`config.mk`:
```
export PLATFORM = sky130hd
export DESIGN_NAME = seg7_scan_mux
export DESIGN_NICKNAME = d
export VERILOG_FILES = /design/src/rtl/seg7_scan_mux.sv
export SDC_FILE = /design/constraint.sdc
export NUM_CORES = 1
export LEC_CHECK = 0
export BUFFER_PORTS_ARGS = -buffer_cell sky130_fd_sc_hd__buf_2
export CORE_UTILIZATION = 60
export DETAILED_ROUTE_END_ITERATION = 7
export GPL_ROUTABILITY_DRIVEN = 0
export PLACE_DENSITY_LB_ADDON = 0.1
export SYNTH_ARGS = -nofsm -noshare
export SYNTH_HDL_FRONTEND = slang
export SYNTH_SLANG_ARGS = --single-unit
```
`constraint.sdc`:
```
create_clock -name clk -period 5.3 [get_ports clk]
set_input_delay 0.265 -clock clk [delete_from_list [all_inputs] [get_ports clk]]
set_output_delay 0.265 -clock clk [all_outputs]
set_load 0.01 [all_outputs]
```
`src/rtl/seg7_scan_mux.sv`:
```
// ============================================================================
// Module   : seg7_scan_mux
// Purpose  : Time-division scanner for NUM_DIGITS 7-segment digits sharing one
//            segment bus, with anti-ghost gap, tear-free load and LZ blanking.
// Revision : 1.0 - initial release
// ============================================================================
`default_nettype none

module seg7_scan_mux #(
    parameter int NUM_DIGITS     = 3,
    parameter int DIV_WIDTH      = 16,
    parameter int GAP_CYCLES     = 1,
    parameter bit SEG_ACTIVE_LOW = 1'b0,
    parameter bit SEL_ACTIVE_LOW = 1'b0
) (
    input  logic                    clk,
    input  logic                    rst_n,
    input  logic                    enable,
    input  logic [DIV_WIDTH-1:0]    div_max,
    input  logic                    load,
    input  logic [4*NUM_DIGITS-1:0] bcd_in,
    input  logic [NUM_DIGITS-1:0]   dp_in,
    input  logic                    blank_lz,
    output logic [6:0]              seg,
    output logic                    dp,
    output logic [NUM_DIGITS-1:0]   digit_sel,
    output logic                    frame_start
);

    localparam int IDX_W = $clog2(NUM_DIGITS);
    localparam int GAP_W = (GAP_CYCLES > 1) ? $clog2(GAP_CYCLES) : 1;

    localparam logic [1:0] ST_OFF   = 2'd0;
    localparam logic [1:0] ST_DRIVE = 2'd1;
    localparam logic [1:0] ST_GAP   = 2'd2;

    localparam logic [IDX_W-1:0]      IDX_LAST = IDX_W'(NUM_DIGITS - 1);
    localparam logic [GAP_W-1:0]      GAP_LAST = GAP_W'(GAP_CYCLES - 1);
    localparam logic [6:0]            SEG_OFF  = {7{SEG_ACTIVE_LOW}};
    localparam logic [NUM_DIGITS-1:0] SEL_OFF  = {NUM_DIGITS{SEL_ACTIVE_LOW}};
    localparam logic [NUM_DIGITS-1:0] SEL_ONE  = {{(NUM_DIGITS-1){1'b0}}, 1'b1};

    logic [1:0]              state_q, state_d;
    logic [IDX_W-1:0]        idx_q, idx_d;
    logic [DIV_WIDTH-1:0]    presc_q, presc_d;
    logic [GAP_W-1:0]        gap_q, gap_d;
    logic                    first_q, first_d;
    logic                    pend_q, pend_d;
    logic [4*NUM_DIGITS-1:0] pend_bcd_q, pend_bcd_d, disp_bcd_q, disp_bcd_d;
    logic [NUM_DIGITS-1:0]   pend_dp_q, pend_dp_d, disp_dp_q, disp_dp_d;
    logic [6:0]              seg_q, seg_d;
    logic                    dp_q, dp_d, fs_q, fs_d;
    logic [NUM_DIGITS-1:0]   sel_q, sel_d;
    logic                    w_commit;
    logic                    w_upper_zero;
    logic [3:0]              w_nib;

    function automatic logic [6:0] seg_decode(input logic [3:0] v);
        case (v)
            4'h0:    seg_decode = 7'h3F;
            4'h1:    seg_decode = 7'h06;
            4'h2:    seg_decode = 7'h5B;
            4'h3:    seg_decode = 7'h4F;
            4'h4:    seg_decode = 7'h66;
            4'h5:    seg_decode = 7'h6D;
            4'h6:    seg_decode = 7'h7D;
            4'h7:    seg_decode = 7'h07;
            4'h8:    seg_decode = 7'h7F;
            4'h9:    seg_decode = 7'h6F;
            4'hA:    seg_decode = 7'h40;
            default: seg_decode = 7'h00;
        endcase
    endfunction

    always_ff @(posedge clk) begin
        if (!rst_n) begin
            state_q    <= ST_OFF;
            idx_q      <= '0;
            presc_q    <= '0;
            gap_q      <= '0;
            first_q    <= 1'b0;
            pend_q     <= 1'b0;
            pend_bcd_q <= '0;
            pend_dp_q  <= '0;
            disp_bcd_q <= '0;
            disp_dp_q  <= '0;
            seg_q      <= SEG_OFF;
            dp_q       <= SEG_ACTIVE_LOW;
            sel_q      <= SEL_OFF;
            fs_q       <= 1'b0;
        end else begin
            state_q    <= state_d;
            idx_q      <= idx_d;
            presc_q    <= presc_d;
            gap_q      <= gap_d;
            first_q    <= first_d;
            pend_q     <= pend_d;
            pend_bcd_q <= pend_bcd_d;
            pend_dp_q  <= pend_dp_d;
            disp_bcd_q <= disp_bcd_d;
            disp_dp_q  <= disp_dp_d;
            seg_q      <= seg_d;
            dp_q       <= dp_d;
            sel_q      <= sel_d;
            fs_q       <= fs_d;
        end
    end

    always_comb begin
        state_d = state_q;
        idx_d   = idx_q;
        presc_d = presc_q;
        gap_d   = gap_q;
        case (state_q)
            ST_OFF: begin
                if (enable) begin
                    state_d = ST_DRIVE;
                    idx_d   = '0;
                    presc_d = '0;
                end
            end
            ST_DRIVE: begin
                if (presc_q == div_max) begin
                    presc_d = '0;
                    if (GAP_CYCLES > 0) begin
                        state_d = ST_GAP;
                        gap_d   = '0;
                    end else begin
                        idx_d = (idx_q == IDX_LAST) ? '0 : idx_q + 1'b1;
                    end
                end else begin
                    presc_d = presc_q + 1'b1;
                end
            end
            ST_GAP: begin
                if (gap_q == GAP_LAST) begin
                    state_d = ST_DRIVE;
                    presc_d = '0;
                    idx_d   = (idx_q == IDX_LAST) ? '0 : idx_q + 1'b1;
                end else begin
                    gap_d = gap_q + 1'b1;
                end
            end
            default: state_d = ST_OFF;
        endcase
        if (!enable) begin
            state_d = ST_OFF;
            idx_d   = '0;
            presc_d = '0;
            gap_d   = '0;
        end

        // A frame begins on the edge that lands on DRIVE/digit 0 from anywhere else
        first_d  = (state_d == ST_DRIVE) && (idx_d == '0) &&
                   !((state_q == ST_DRIVE) && (idx_q == '0));
        w_commit = pend_q && ((state_q == ST_OFF) || first_d);

        disp_bcd_d = w_commit ? pend_bcd_q : disp_bcd_q;
        disp_dp_d  = w_commit ? pend_dp_q  : disp_dp_q;
        pend_bcd_d = load ? bcd_in : pend_bcd_q;
        pend_dp_d  = load ? dp_in  : pend_dp_q;
        pend_d     = load | (pend_q & ~w_commit);
    end

    always_comb begin
        w_nib        = disp_bcd_q[4*idx_q +: 4];
        w_upper_zero = 1'b1;
        for (int i = 0; i < NUM_DIGITS; i++) begin
            if ((i >= int'(idx_q)) && (disp_bcd_q[4*i +: 4] != 4'd0)) begin
                w_upper_zero = 1'b0;
            end
        end

        seg_d = 7'h00;
        dp_d  = 1'b0;
        sel_d = '0;
        fs_d  = 1'b0;
        if (state_q == ST_DRIVE) begin
            sel_d = SEL_ONE << idx_q;
            seg_d = (blank_lz && (idx_q != '0) && w_upper_zero) ? 7'h00 : seg_decode(w_nib);
            dp_d  = disp_dp_q[idx_q];
            fs_d  = first_q;
        end
        seg_d = seg_d ^ SEG_OFF;
        dp_d  = dp_d ^ SEG_ACTIVE_LOW;
        sel_d = sel_d ^ SEL_OFF;
    end

    assign seg         = seg_q;
    assign dp          = dp_q;
    assign digit_sel   = sel_q;
    assign frame_start = fs_q;

endmodule

`default_nettype wire

```
==> results.txt <==
The run finished with clean final reports. The fraction of the yosys area taken by sequential cells came out at 0.433. The later-pin clock latency in the skew report came out at 320 ps. The maximum fanout along the worst path is 12. Setup violations remaining at the end of the flow were counted as 0. After legalization and detailed placement, the total HPWL measured 3950 um. The final period demand of the worst path is 2220 ps. The total of hold buffers inserted after clock tree synthesis is 0.

The number of H-tree levels came out at 3. The length of the first detailed-routing pass in iterations came out at 4. Summed over all layers, the routed wires come to 5720 um. Across every metal layer, demand over resource in global routing totals 0.232. The floorplan row count came out at 25. The flip-flop and latch count after synthesis came out at 64. The average vias per placed instance came out at 5.39. The tree is rooted in a sky130_fd_sc_hd__clkbuf_8. The arrival time of data at the critical path endpoint is 2440 ps.

Of the total power, the clock network draws 0.401. The number of remaining DRC errors came out at 0. Counting the buffers created by CTS gives 9. The initial antenna violation count is 0. The wire length on met3 came out at 243 um. The net count after synthesis came out at 353. The type of element capturing the critical path is a flop.

The number of port buffers is 47. The max-capacitance violation count came out at 0. The number of fill cells came out at 375. The wire length of the first global-routing pass is 9350 um. The share of async-settable or async-resettable flops after synthesis is 0.

The area of the core came out at 0.00472 mm^2. The count of pins on the block boundary came out at 48. The static power due to leakage is 0.00142 uW. The post-route met1 wirelength came out at 2660 um.

The detailed route wirelength on metal2 is 2720 um. The maximum vdd ir drop is 0.000204 V. In this run the tightest slew margin relative to its limit is 0.410.

The area of the die is 0.00522 mm^2. The pin count of the biggest net entering global routing is 37. The end-of-flow core utilization is 0.718. The sequential share of power is 0.528. The via count of the first global-routing pass is 2,084. Between clock sinks in the finished design, the worst skew comes to 4.77 ps. TritonCTS built the clock tree. The cell count after synthesis came out at 310. The library cell with the largest summed area after synthesis is sky130_fd_sc_hd__dfxtp_1. The clock drives 64 sinks. The number of buffers added for setup after CTS came out at 0. The final max-slew violation count came out at 0. The height of the die is 72.2 um. Yosys attributes the largest share of cell area to sky130_fd_sc_hd__dfxtp_1, sky130_fd_sc_hd__mux2i_1, sky130_fd_sc_hd__nor2b_1.

The switching power of the nets is 215 uW. In this run, synthesis inferred 0 flip-flops with an integrated enable. The final cycle utilization of the critical path is 0.419. The total count of hold-check failures in the final report is 0. The part of the total power dissipated in combinational logic is 0.071. The worst hold path belongs to the class input port to flop. The area added between synthesis and finish came out at 14.7%. The design draws 951 uW.

Data on the critical path is required at its endpoint by 5520 ps. In this run, distinct cell masters in the synthesized netlist total 47. Among all flip-flop cells after synthesis, the most frequent one is sky130_fd_sc_hd__dfxtp_1.

The internal portion of total power came out at 736 uW. The number of routed nets with antenna violations is 0. The antenna diode count came out at 0. By instance count, the leading cell after synthesis is sky130_fd_sc_hd__dfxtp_1.

The combined area of all synthesized cells came out at 0.00296 mm^2. Setup repair after global routing left no endpoint under its margin. The net count of the finished layout came out at 396. The floorplan die width is 72.2 um.

The fraction of layout cells with a size suffix above 1 came out at 0.187. The critical path is of the flop to flop type. The actual slew at the worst max-slew pin is 885 ps. After clock tree synthesis, the clock-pin slew on the worst setup and hold paths is 60 ps. The overall via count from detail_route is 2,291. The detailed router finished its first iteration with 150 violations. The count of synthesis-stage warnings from yosys came out at 0. The routed length per instance came out at 13.5 um. The starting density of the core came out at 0.626.

The startpoint kind of the worst setup timing path is a flop. Global routing finished with a remaining overflow of 0. The sum of negative setup slack is 0 ps.

The maximum clock path buffer count is 2. Counting instances in the post-synthesis netlist gives the leading cell types as sky130_fd_sc_hd__dfxtp_1, sky130_fd_sc_hd__mux2i_1, sky130_fd_sc_hd__nor2b_1, sky130_fd_sc_hd__nor2_1. The post-synthesis area per instance came out at 9.55 um^2. Signal routing reaches up to met4. The post-cts gate resize count came out at 0. The power density over cell area came out at 280 mW/mm^2.

Based on the critical path, the design can be clocked at up to 450 MHz. The area fraction of the dominant cell type after synthesis came out at 0.433. The switching share of power is 0.226.
through the flow:
| step | cells | cell area [um^2] | worst slack (ps) | hold slack [ps] |
|---|---|---|---|---|
| 2_1_floorplan | 310 | 2960 | 3600 | 406 |
| 3_3_place_gp | 409 | 3210 | 3180 | 417 |
| 3_5_place_dp | 409 | 3210 | 3080 | 423 |
| 4_1_cts | 425 | 3390 | 3040 | 190 |
| 5_1_grt | 425 | 3390 | 2870 | 195 |
| 6_report | 425 | 3390 | 3080 | 196 |
power groups by stage:
stage / sequential [uW] / clock (uW) / combinational [uW]
2_1_floorplan: 511 / 0 / 44.7
3_3_place_gp: 513 / 0 / 64.8
3_5_place_dp: 513 / 0 / 67.2
4_1_cts: 502 / 387 / 68.1
5_1_grt: 504 / 410 / 73.9
6_report: 502 / 381 / 67.5
critical path: stages, from the launching register on:
cell and delay, ps:
sky130_fd_sc_hd__dfxtp_1 610, sky130_fd_sc_hd__nor2b_1 250, sky130_fd_sc_hd__a2bb2oi_1 550, sky130_fd_sc_hd__inv_1 150, sky130_fd_sc_hd__ha_1 260, sky130_fd_sc_hd__a221oi_1 290
sequential cells by signal, summed over array words and instances (netlist names):
signal / flops
dp: 1
frame_start: 1
pend_dp_q: 3
idx_q: 2
state_q: 2
digit_sel: 3
pend_q: 1
pend_bcd_q: 12
disp_dp_q: 3
disp_bcd_q: 12
seg: 7
presc_q: 16
first_q: 1
area by class of cell:
class,count,area (um^2),share of cell area
sequential,64,1280,0.378
timing repair buffer,47,235,0.0693
multi-input combinational,227,1590,0.469
clock buffer,14,173,0.0509
inverter,4,15.0,0.00442
clock inverter,2,12.5,0.00369
tap,67,83.8,0.0247
cell families after synthesis:
logic type	share of synthesized area
muxes	0.122
adders and majority gates	0.0296
DFF	0.433
buffers and inverters	0.0287
AOI/OAI and AO/OA	0.0884
and+or+nand+nor	0.227
xor gates and xnor gates	0.0710
layout by cell type (no fill, tap or decap), types with 3 or more instances in the layout:
cell type | netlist | layout
sky130_fd_sc_hd__a31oi_1 | 4 | 4
sky130_fd_sc_hd__nor4_1 | 6 | 6
sky130_fd_sc_hd__mux2i_1 | 36 | 36
sky130_fd_sc_hd__a221oi_1 | 3 | 3
sky130_fd_sc_hd__nor2b_1 | 35 | 35
sky130_fd_sc_hd__buf_2 | 4 | 47
sky130_fd_sc_hd__inv_1 | 4 | 4
sky130_fd_sc_hd__nand3_1 | 11 | 11
sky130_fd_sc_hd__ha_1 | 7 | 7
sky130_fd_sc_hd__nor2_1 | 26 | 26
sky130_fd_sc_hd__nand2_1 | 16 | 16
sky130_fd_sc_hd__dfxtp_1 | 64 | 64
sky130_fd_sc_hd__and2_1 | 4 | 4
sky130_fd_sc_hd__clkbuf_8 | 0 | 12
sky130_fd_sc_hd__nor3_1 | 4 | 4
sky130_fd_sc_hd__xor2_1 | 16 | 16
sky130_fd_sc_hd__and3_1 | 6 | 6
sky130_fd_sc_hd__a21oi_1 | 13 | 13
sky130_fd_sc_hd__xnor2_1 | 8 | 8
layer usage:
| metal | vias up | GRT usage |
|---|---|---|
| met1 | 1060 | 0.287 |
| li1 | 1162 | - |
| met3 | 10 | 0.0500 |
| met2 | 59 | 0.381 |
| met5 | - | 0 |
| met4 | 0 | 0.115 |
final timing paths:
kind	startpoint	to	slack, ps	cells after the start
max	idx_q[1]$_SDFF_PN0_	seg[5]$_SDFF_PP0_	3080	5
min reg2reg	first_q$_SDFF_PN0_	frame_start$_SDFF_PN0_	440	1
max reg2reg	idx_q[1]$_SDFF_PN0_	seg[5]$_SDFF_PP0_	3080	5
min	dp_in[1]	pend_dp_q[1]$_SDFFE_PN0P_	200	3
Power figures use the tool's default switching activity.
